### config.mk
export PLATFORM = sky130hd
export DESIGN_NAME = arm_multicycle_ctrl
export DESIGN_NICKNAME = d
export VERILOG_FILES = /design/src/rtl/arm_mc_pkg.sv /design/src/rtl/arm_cond_unit.sv /design/src/rtl/arm_multicycle_ctrl.sv
export SDC_FILE = /design/constraint.sdc
export NUM_CORES = 1
export LEC_CHECK = 0
export BUFFER_PORTS_ARGS = -buffer_cell sky130_fd_sc_hd__buf_2
export CAP_MARGIN = 15
export CORE_UTILIZATION = 45
export CTS_BUF_LIST = sky130_fd_sc_hd__clkbuf_4
export DETAILED_ROUTE_END_ITERATION = 10
export PLACE_DENSITY_LB_ADDON = 0.12
export SLEW_MARGIN = 10
export SYNTH_ARGS = -nofsm -noshare
export SYNTH_HDL_FRONTEND = slang
export SYNTH_SLANG_ARGS = --single-unit
### constraint.sdc
create_clock -name clk -period 2.5 [get_ports clk]
set_clock_uncertainty 0.2 [all_clocks]
set_input_delay 0 -clock clk [delete_from_list [all_inputs] [get_ports clk]]
set_output_delay 0 -clock clk [all_outputs]
set_load 0.02 [all_outputs]
### src/rtl/arm_mc_pkg.sv
// ============================================================================
// Module  : arm_mc_pkg
// Purpose : Shared definitions for the multicycle ARM control slice.
//           Holds the FSM state encoding, ALU operation codes, condition
//           codes and the datapath mux select values.
// Revision: 1.0 - initial release
// ============================================================================
`default_nettype none

package arm_mc_pkg;

  // Main FSM states (4-bit encoding, codes 10-15 are illegal)
  typedef enum logic [3:0] {
    ST_FETCH  = 4'd0,
    ST_DECODE = 4'd1,
    ST_MEMADR = 4'd2,
    ST_MEMRD  = 4'd3,
    ST_MEMWB  = 4'd4,
    ST_MEMWR  = 4'd5,
    ST_EXECR  = 4'd6,
    ST_EXECI  = 4'd7,
    ST_ALUWB  = 4'd8,
    ST_BRANCH = 4'd9
  } state_e;

  // ALU operation codes. For the six real operations the ALUControl value
  // equals the funct[4:1] opcode. CMP/TST are opcode values only; they are
  // executed as SUB/AND respectively.
  localparam logic [3:0] ALU_ADD = 4'b0100;
  localparam logic [3:0] ALU_SUB = 4'b0010;
  localparam logic [3:0] ALU_AND = 4'b0000;
  localparam logic [3:0] ALU_ORR = 4'b1100;
  localparam logic [3:0] ALU_MOV = 4'b1101;
  localparam logic [3:0] ALU_MVN = 4'b1111;
  localparam logic [3:0] ALU_CMP = 4'b1010;
  localparam logic [3:0] ALU_TST = 4'b1000;

  // Condition codes (instr[31:28])
  localparam logic [3:0] COND_EQ = 4'b0000;
  localparam logic [3:0] COND_NE = 4'b0001;
  localparam logic [3:0] COND_CS = 4'b0010;
  localparam logic [3:0] COND_CC = 4'b0011;
  localparam logic [3:0] COND_MI = 4'b0100;
  localparam logic [3:0] COND_PL = 4'b0101;
  localparam logic [3:0] COND_VS = 4'b0110;
  localparam logic [3:0] COND_VC = 4'b0111;
  localparam logic [3:0] COND_HI = 4'b1000;
  localparam logic [3:0] COND_LS = 4'b1001;
  localparam logic [3:0] COND_GE = 4'b1010;
  localparam logic [3:0] COND_LT = 4'b1011;
  localparam logic [3:0] COND_GT = 4'b1100;
  localparam logic [3:0] COND_LE = 4'b1101;
  localparam logic [3:0] COND_AL = 4'b1110;
  localparam logic [3:0] COND_NV = 4'b1111;

  // Datapath mux selects
  localparam logic [1:0] ALU_SRC_A_RN    = 2'd0;
  localparam logic [1:0] ALU_SRC_A_PC    = 2'd1;
  localparam logic [1:0] ALU_SRC_B_RM    = 2'd0;
  localparam logic [1:0] ALU_SRC_B_IMM   = 2'd1;
  localparam logic [1:0] ALU_SRC_B_FOUR  = 2'd2;
  localparam logic [1:0] RESULT_SRC_ALUOUT = 2'd0;
  localparam logic [1:0] RESULT_SRC_DATA   = 2'd1;
  localparam logic [1:0] RESULT_SRC_ALURES = 2'd2;

endpackage

`default_nettype wire

### src/rtl/arm_cond_unit.sv
// ============================================================================
// Module  : arm_cond_unit
// Purpose : Combinational ARM condition check of instr[31:28] against the
//           registered NZCV flags. Code 1111 never executes.
// Ports   : cond    in  4  condition field
//           flags   in  4  registered {N,Z,C,V}
//           cond_ex out 1  instruction executes
// Revision: 1.0 - initial release
// ============================================================================
`default_nettype none

module arm_cond_unit
  import arm_mc_pkg::*;
(
  input  logic [3:0] cond,
  input  logic [3:0] flags,
  output logic       cond_ex
);

  logic n, z, c, v;
  assign {n, z, c, v} = flags;

  always_comb begin
    cond_ex = 1'b0;
    case (cond)
      COND_EQ: cond_ex = z;
      COND_NE: cond_ex = ~z;
      COND_CS: cond_ex = c;
      COND_CC: cond_ex = ~c;
      COND_MI: cond_ex = n;
      COND_PL: cond_ex = ~n;
      COND_VS: cond_ex = v;
      COND_VC: cond_ex = ~v;
      COND_HI: cond_ex = c & ~z;
      COND_LS: cond_ex = ~c | z;
      COND_GE: cond_ex = (n == v);
      COND_LT: cond_ex = (n != v);
      COND_GT: cond_ex = ~z & (n == v);
      COND_LE: cond_ex = z | (n != v);
      COND_AL: cond_ex = 1'b1;
      default: cond_ex = 1'b0;
    endcase
  end

endmodule

`default_nettype wire

### src/rtl/arm_multicycle_ctrl.sv
// ============================================================================
// Module  : arm_multicycle_ctrl
// Purpose : Multicycle ARM controller: main FSM (FETCH/DECODE/EXEC/MEM/WB),
//           ALU decoder, condition check and the NZCV flag register. Drives
//           a shared-memory multicycle datapath with a ready handshake.
// Ports   : clk, rst_n (async active-low)
//           cond/op/funct/rd       IR fields
//           alu_flags              {N,Z,C,V} from the ALU, current cycle
//           mem_ready              memory access completes this cycle
//           mem_req/mem_w          memory request / write strobe
//           pc_write/ir_write/reg_w  datapath write enables
//           adr_src, alu_src_a/b, result_src, imm_src, reg_src  mux selects
//           alu_control            ALU operation
//           flags_q, state_q       registered NZCV, FSM state (debug)
// Options : `define ARM_MC_CMP_TST_EN adds CMP/TST (flag-only, no writeback)
// Revision: 1.0 - initial release
// ============================================================================
`default_nettype none

module arm_multicycle_ctrl
  import arm_mc_pkg::*;
#(
  parameter int ALU_CTRL_W    = 4,
  parameter bit MEM_HANDSHAKE = 1'b1
) (
  input  logic                  clk,
  input  logic                  rst_n,
  input  logic [3:0]            cond,
  input  logic [1:0]            op,
  input  logic [5:0]            funct,
  input  logic [3:0]            rd,
  input  logic [3:0]            alu_flags,
  input  logic                  mem_ready,
  output logic                  mem_req,
  output logic                  pc_write,
  output logic                  adr_src,
  output logic                  mem_w,
  output logic                  ir_write,
  output logic                  reg_w,
  output logic [1:0]            alu_src_a,
  output logic [1:0]            alu_src_b,
  output logic [1:0]            result_src,
  output logic [1:0]            imm_src,
  output logic [1:0]            reg_src,
  output logic [ALU_CTRL_W-1:0] alu_control,
  output logic [3:0]            flags_q,
  output logic [3:0]            state_q
);

  state_e     state_r, state_nx;
  logic [3:0] flags_r;
  logic       cond_ex;
  logic       done;

  // ALU decode of funct[4:1]; valid whenever the IR holds a DP instruction
  logic [3:0] dp_alu;
  logic       dp_ok;     // recognised opcode
  logic       dp_cmp;    // flag-only compare/test, no writeback
  logic       dp_arith;  // ADD/SUB update C and V

  // Unqualified strobes, gated by rst_n before leaving the block
  logic       mem_req_c, pc_write_c, mem_w_c, ir_write_c, reg_w_c;
  logic [3:0] alu_c;
  logic       is_exec, flag_we;

  assign done    = MEM_HANDSHAKE ? mem_ready : 1'b1;
  assign is_exec = (state_r == ST_EXECR) || (state_r == ST_EXECI);

  arm_cond_unit u_cond (
    .cond    (cond),
    .flags   (flags_r),
    .cond_ex (cond_ex)
  );

  always_comb begin
    dp_alu = ALU_ADD;
    dp_ok  = 1'b1;
    dp_cmp = 1'b0;
    case (funct[4:1])
      ALU_ADD, ALU_SUB, ALU_AND,
      ALU_ORR, ALU_MOV, ALU_MVN: dp_alu = funct[4:1];
`ifdef ARM_MC_CMP_TST_EN
      ALU_CMP: begin
        dp_alu = ALU_SUB;
        dp_cmp = 1'b1;
      end
      ALU_TST: begin
        dp_alu = ALU_AND;
        dp_cmp = 1'b1;
      end
`endif
      default: dp_ok = 1'b0;
    endcase
  end

  assign dp_arith = dp_ok && ((dp_alu == ALU_ADD) || (dp_alu == ALU_SUB));
  // CMP/TST imply S; unrecognised opcodes leave the flags alone
  assign flag_we  = is_exec && dp_ok && (funct[0] || dp_cmp);

  always_ff @(posedge clk or negedge rst_n) begin
    if (!rst_n) begin
      state_r <= ST_FETCH;
      flags_r <= 4'b0000;
    end else begin
      state_r <= state_nx;
      if (flag_we)
        flags_r <= {alu_flags[3:2], dp_arith ? alu_flags[1:0] : flags_r[1:0]};
    end
  end

  always_comb begin
    state_nx   = state_r;
    mem_req_c  = 1'b0;
    pc_write_c = 1'b0;
    mem_w_c    = 1'b0;
    ir_write_c = 1'b0;
    reg_w_c    = 1'b0;
    adr_src    = 1'b0;
    alu_src_a  = ALU_SRC_A_RN;
    alu_src_b  = ALU_SRC_B_RM;
    result_src = RESULT_SRC_ALUOUT;
    alu_c      = ALU_ADD;

    case (state_r)
      ST_FETCH: begin
        mem_req_c  = 1'b1;
        alu_src_a  = ALU_SRC_A_PC;
        alu_src_b  = ALU_SRC_B_FOUR;
        result_src = RESULT_SRC_ALURES;
        if (done) begin
          ir_write_c = 1'b1;
          pc_write_c = 1'b1;
          state_nx   = ST_DECODE;
        end
      end
      ST_DECODE: begin
        alu_src_a = ALU_SRC_A_PC;
        alu_src_b = ALU_SRC_B_FOUR;
        if (!cond_ex) begin
          state_nx = ST_FETCH;
        end else begin
          case (op)
            2'b00:   state_nx = funct[5] ? ST_EXECI : ST_EXECR;
            2'b01:   state_nx = ST_MEMADR;
            2'b10:   state_nx = ST_BRANCH;
            default: state_nx = ST_FETCH;
          endcase
        end
      end
      ST_MEMADR: begin
        alu_src_b = ALU_SRC_B_IMM;
        state_nx  = funct[0] ? ST_MEMRD : ST_MEMWR;
      end
      ST_MEMRD: begin
        mem_req_c = 1'b1;
        adr_src   = 1'b1;
        if (done) state_nx = ST_MEMWB;
      end
      ST_MEMWR: begin
        mem_req_c = 1'b1;
        adr_src   = 1'b1;
        mem_w_c   = 1'b1;
        if (done) state_nx = ST_FETCH;
      end
      ST_MEMWB: begin
        reg_w_c    = 1'b1;
        pc_write_c = (rd == 4'd15);
        result_src = RESULT_SRC_DATA;
        state_nx   = ST_FETCH;
      end
      ST_EXECR, ST_EXECI: begin
        alu_src_b = (state_r == ST_EXECI) ? ALU_SRC_B_IMM : ALU_SRC_B_RM;
        alu_c     = dp_alu;
        state_nx  = dp_cmp ? ST_FETCH : ST_ALUWB;
      end
      ST_ALUWB: begin
        // An unrecognised opcode must not commit anything, including R15
        reg_w_c    = dp_ok;
        pc_write_c = dp_ok && (rd == 4'd15);
        result_src = RESULT_SRC_ALUOUT;
        state_nx   = ST_FETCH;
      end
      ST_BRANCH: begin
        pc_write_c = 1'b1;
        alu_src_b  = ALU_SRC_B_IMM;
        result_src = RESULT_SRC_ALURES;
        state_nx   = ST_FETCH;
      end
      default: state_nx = ST_FETCH;
    endcase
  end

  // The register resets asynchronously, but the strobes also have to be
  // quiet during reset even though FETCH normally requests memory.
  assign mem_req  = mem_req_c  & rst_n;
  assign pc_write = pc_write_c & rst_n;
  assign mem_w    = mem_w_c    & rst_n;
  assign ir_write = ir_write_c & rst_n;
  assign reg_w    = reg_w_c    & rst_n;

  assign imm_src = op;
  // reg_src[1]: STR reads Rd as the second operand; reg_src[0]: branch reads R15
  assign reg_src = {(op == 2'b01) && !funct[0], (op == 2'b10)};

  always_comb begin
    alu_control      = '0;
    alu_control[3:0] = alu_c;
  end

  assign flags_q = flags_r;
  assign state_q = state_r;

endmodule

`default_nettype wire

==> results.cfg <==
[status]
outcome = completed

[timing]
finalCritPeriodShare_pct = 86.5
report.final.slew_viol_count = 0
finalCriticalPeriod_ns = 2.16
rsz0062_at_grt = no
finalHoldViolations = 0
maxClockFrequency_ghz = 0.462
finalSetupViolCount = 0
fin_setup_tns_ns = 0
worst_hold_slack_ns = 0.0985

[drt]
via_per_inst = 5.39
drt_wl_total_mm = 2.47
wl_per_cell_um = 12.6
drcViolationCount = 0
postRouteAntennaNets = 0
first_pass_iters = 4
drtIter0Drc = 21
vias = 1062

[clock_network]
numCtsBuffers = 3
clkSlewWorstSetupHoldPaths_ns = 0.06
cts_buffer_depth = 2
h-tree-depth = 1
worst_skew_pair.late_latency_ns = 0.25
cts_root_buffer = clkbuf_4
cts_tree = yes
clock-sinks = 8

[finish]
drive_above_1_share_pct = 34.9
final_net_count = 197
post-route-util_pct = 71.9
multi_input_area_um2 = 637
nFillCells = 164
ff_latch_area_um2 = 200
diodes = 0
syn_to_final_growth_pct = 42.2

[placed_design]
io_buffers = 49
hpwl_mm = 1.72
gp_congestion = 0.824

[logic_synthesis]
avgSynthCellArea_um2 = 7.92
synthFlopType = dfrtp_1
seq_area_frac_synth_pct = 22.0
synth_seq_cells = 8
synthesis.area_um2 = 911
synth-edff-count = 0
ys_types = 44
syn_inst = 115
ys_warn_count = 0
syn-num-nets = 138
synthArstFlopShare_pct = 100

[worst_setup_path]
cp-startpoint = state_q[2]$_DFFE_PN0P_
setup.worst_path.end = state_q[0]$_DFFE_PN0P_
path_max_fanout = 15
critPathSlowestCell = dfrtp_1
crit_arrival_ns = 2.13
worst-endpoint-required_ns = 2.46
path_delay_family = simple AND/OR/NAND/NOR gates
cp_slowest_stage_delay_ns = 0.61
reg2reg_setup_slack_ns = 0.34
r2r_start = state_q[2]$_DFFE_PN0P_
path_buf_inv = 0
r2r-end = state_q[0]$_DFFE_PN0P_
crit_cells = 5
cp-end-kind = register
worst_setup_path_start_kind = register
path_cells = nor2b_1, and3_1, or4_1, or3_1, o22ai_1
rr_worst_depth = 5
crit_type = register to register

[global_route]
antenna_found_initial = 0
grt_pass1_vias = 849
grt_overflow = 0
grt_max_degree = 16
gr-usage-all-layers_pct = 22.8
grt_pass1_wl_mm = 3.54

[floorplan]
die_x_um = 47.0
die_h_um = 47.0
pin_count = 51
initial_core_util_pct = 50.6
num_rows = 15
die_area_um2 = 2210
core_um2 = 1800

[power]
p_leak_nw = 0.635
p_per_area_nw_per_um2 = 791
ir_drop_mv = 0.735

[job]
max_cap_violations = 0

[min_path]
min-delay-path-class = input pin to register
## layout make-up
cell class / instances / area share [%]
inverters: 3 / 0.870
repair buffers: 64 / 30.3
well taps: 25 / 2.42
flip-flops and latches: 8 / 15.5
clock buffers: 3 / 1.74
multi-input cells: 94 / 49.2
## placed cells by master, fill, tap and decap left out, types with 2 or more instances in the layout
cell type	netlist	final
clkbuf_4	0	3
a211oi_1	2	2
nand3_1	2	2
a21oi_1	4	4
mux2_2	4	4
o21ai_0	3	3
o22ai_1	2	2
xor2_1	2	2
and3_1	2	2
dlygate4sd3_1	0	14
dfrtp_1	8	8
buf_2	2	49
inv_1	3	3
and2_1	4	4
nor3b_1	4	4
nand2b_1	6	6
mux2i_1	2	2
or3_1	3	3
xnor2_1	4	4
nor2_1	9	9
o2bb2ai_1	2	2
nor3_1	2	2
nand2_1	11	11
nor2b_1	7	7
and4_1	2	2
## cell usage after synthesis, types with 2 or more instances
| cell type | n | area share, % |
|---|---|---|
| nor3b_1 | 4 | 3.3 |
| o22ai_1 | 2 | 1.4 |
| and3_1 | 2 | 1.4 |
| buf_4 | 4 | 3.3 |
| nand3_1 | 2 | 1.1 |
| nor2_1 | 9 | 3.7 |
| o21ai_0 | 3 | 1.6 |
| a21oi_1 | 4 | 2.2 |
| nand2_1 | 11 | 4.5 |
| or3_1 | 3 | 2.1 |
| and4_1 | 2 | 1.9 |
| nor2b_1 | 7 | 4.8 |
| mux2_2 | 4 | 4.9 |
| mux2i_1 | 2 | 2.2 |
| inv_1 | 3 | 1.2 |
| clkbuf_1 | 2 | 0.82 |
| xnor2_1 | 4 | 3.8 |
| nand2b_1 | 6 | 4.1 |
| dfrtp_1 | 8 | 22 |
| xor2_1 | 2 | 1.9 |
| nor3_1 | 2 | 1.1 |
| and2_1 | 4 | 2.7 |
| a211oi_1 | 2 | 1.6 |
| buf_2 | 2 | 1.1 |
| o2bb2ai_1 | 2 | 1.9 |
## how the worst min path moves through the flow
stage / slack [ns] / cells past startpoint / start / to
after global placement: -0.31 / 1 / rst_n / flags_q[1]$_DFFE_PN0P_
after global routing: 0.12 / 4 / cond[3] / state_q[2]$_DFFE_PN0P_
after CTS: 0.09 / 5 / funct[2] / flags_q[0]$_DFFE_PN0P_
final: 0.1 / 5 / funct[2] / flags_q[0]$_DFFE_PN0P_
after detailed placement: -0.31 / 1 / rst_n / state_q[1]$_DFFE_PN0P_
after floorplan: -0.50 / 0 / rst_n / flags_q[0]$_DFFE_PN0P_
## tightest hold or removal path, cell delays in order
cell     delay, ns
buf_2         0.11
xnor2_1       0.11
nor4_1        0.04
nand2_1       0.10
mux2_2        0.15
## layer usage
layer	global-route usage (%)	share of wire (%)
met5	0	0
met4	8.57	1.2
met3	3.85	7.4
met2	37.8	47
met1	29.6	44
## stage by stage
stage	instance area (um2)	setup slack (ns)	instances	total power (W)
2_1_floorplan	911	0.538	115	0.000726
3_3_place_gp	1130	0.447	180	0.000894
3_5_place_dp	1130	0.371	180	0.000901
4_1_cts	1290	0.344	197	0.00102
5_1_grt	1290	0.189	197	0.00110
6_report	1290	0.337	197	0.00102
## flip-flops by register name, indices dropped and copies added (netlist names)
name	count
state_q	4
flags_q	4
## timing repair
item / 4_1_cts / 5_1_grt
gates resized for setup: 0 / 0
setup buffers: 0 / 0
hold endpoints to repair: 16 / 0
hold buffers: 14 / 0
## report_power, final
group / switching (W) / internal (W)
sequential: 0.0000808 / 0.000166
clock: 0.0000447 / 0.0000550
combinational: 0.000399 / 0.000279
## logic make-up (layout without fill, tap and decap cells)
group	after synthesis	count (layout)	synth area share, %
compound gates	24	24	21.6
xor+xnor	6	6	5.77
buf+inv	13	70	8.10
flops	8	8	22.0
mux	6	6	7.14
other cells	1	1	0.412
simple gates	57	57	35.0
Note: power is estimated with default switching activity, not from simulation.
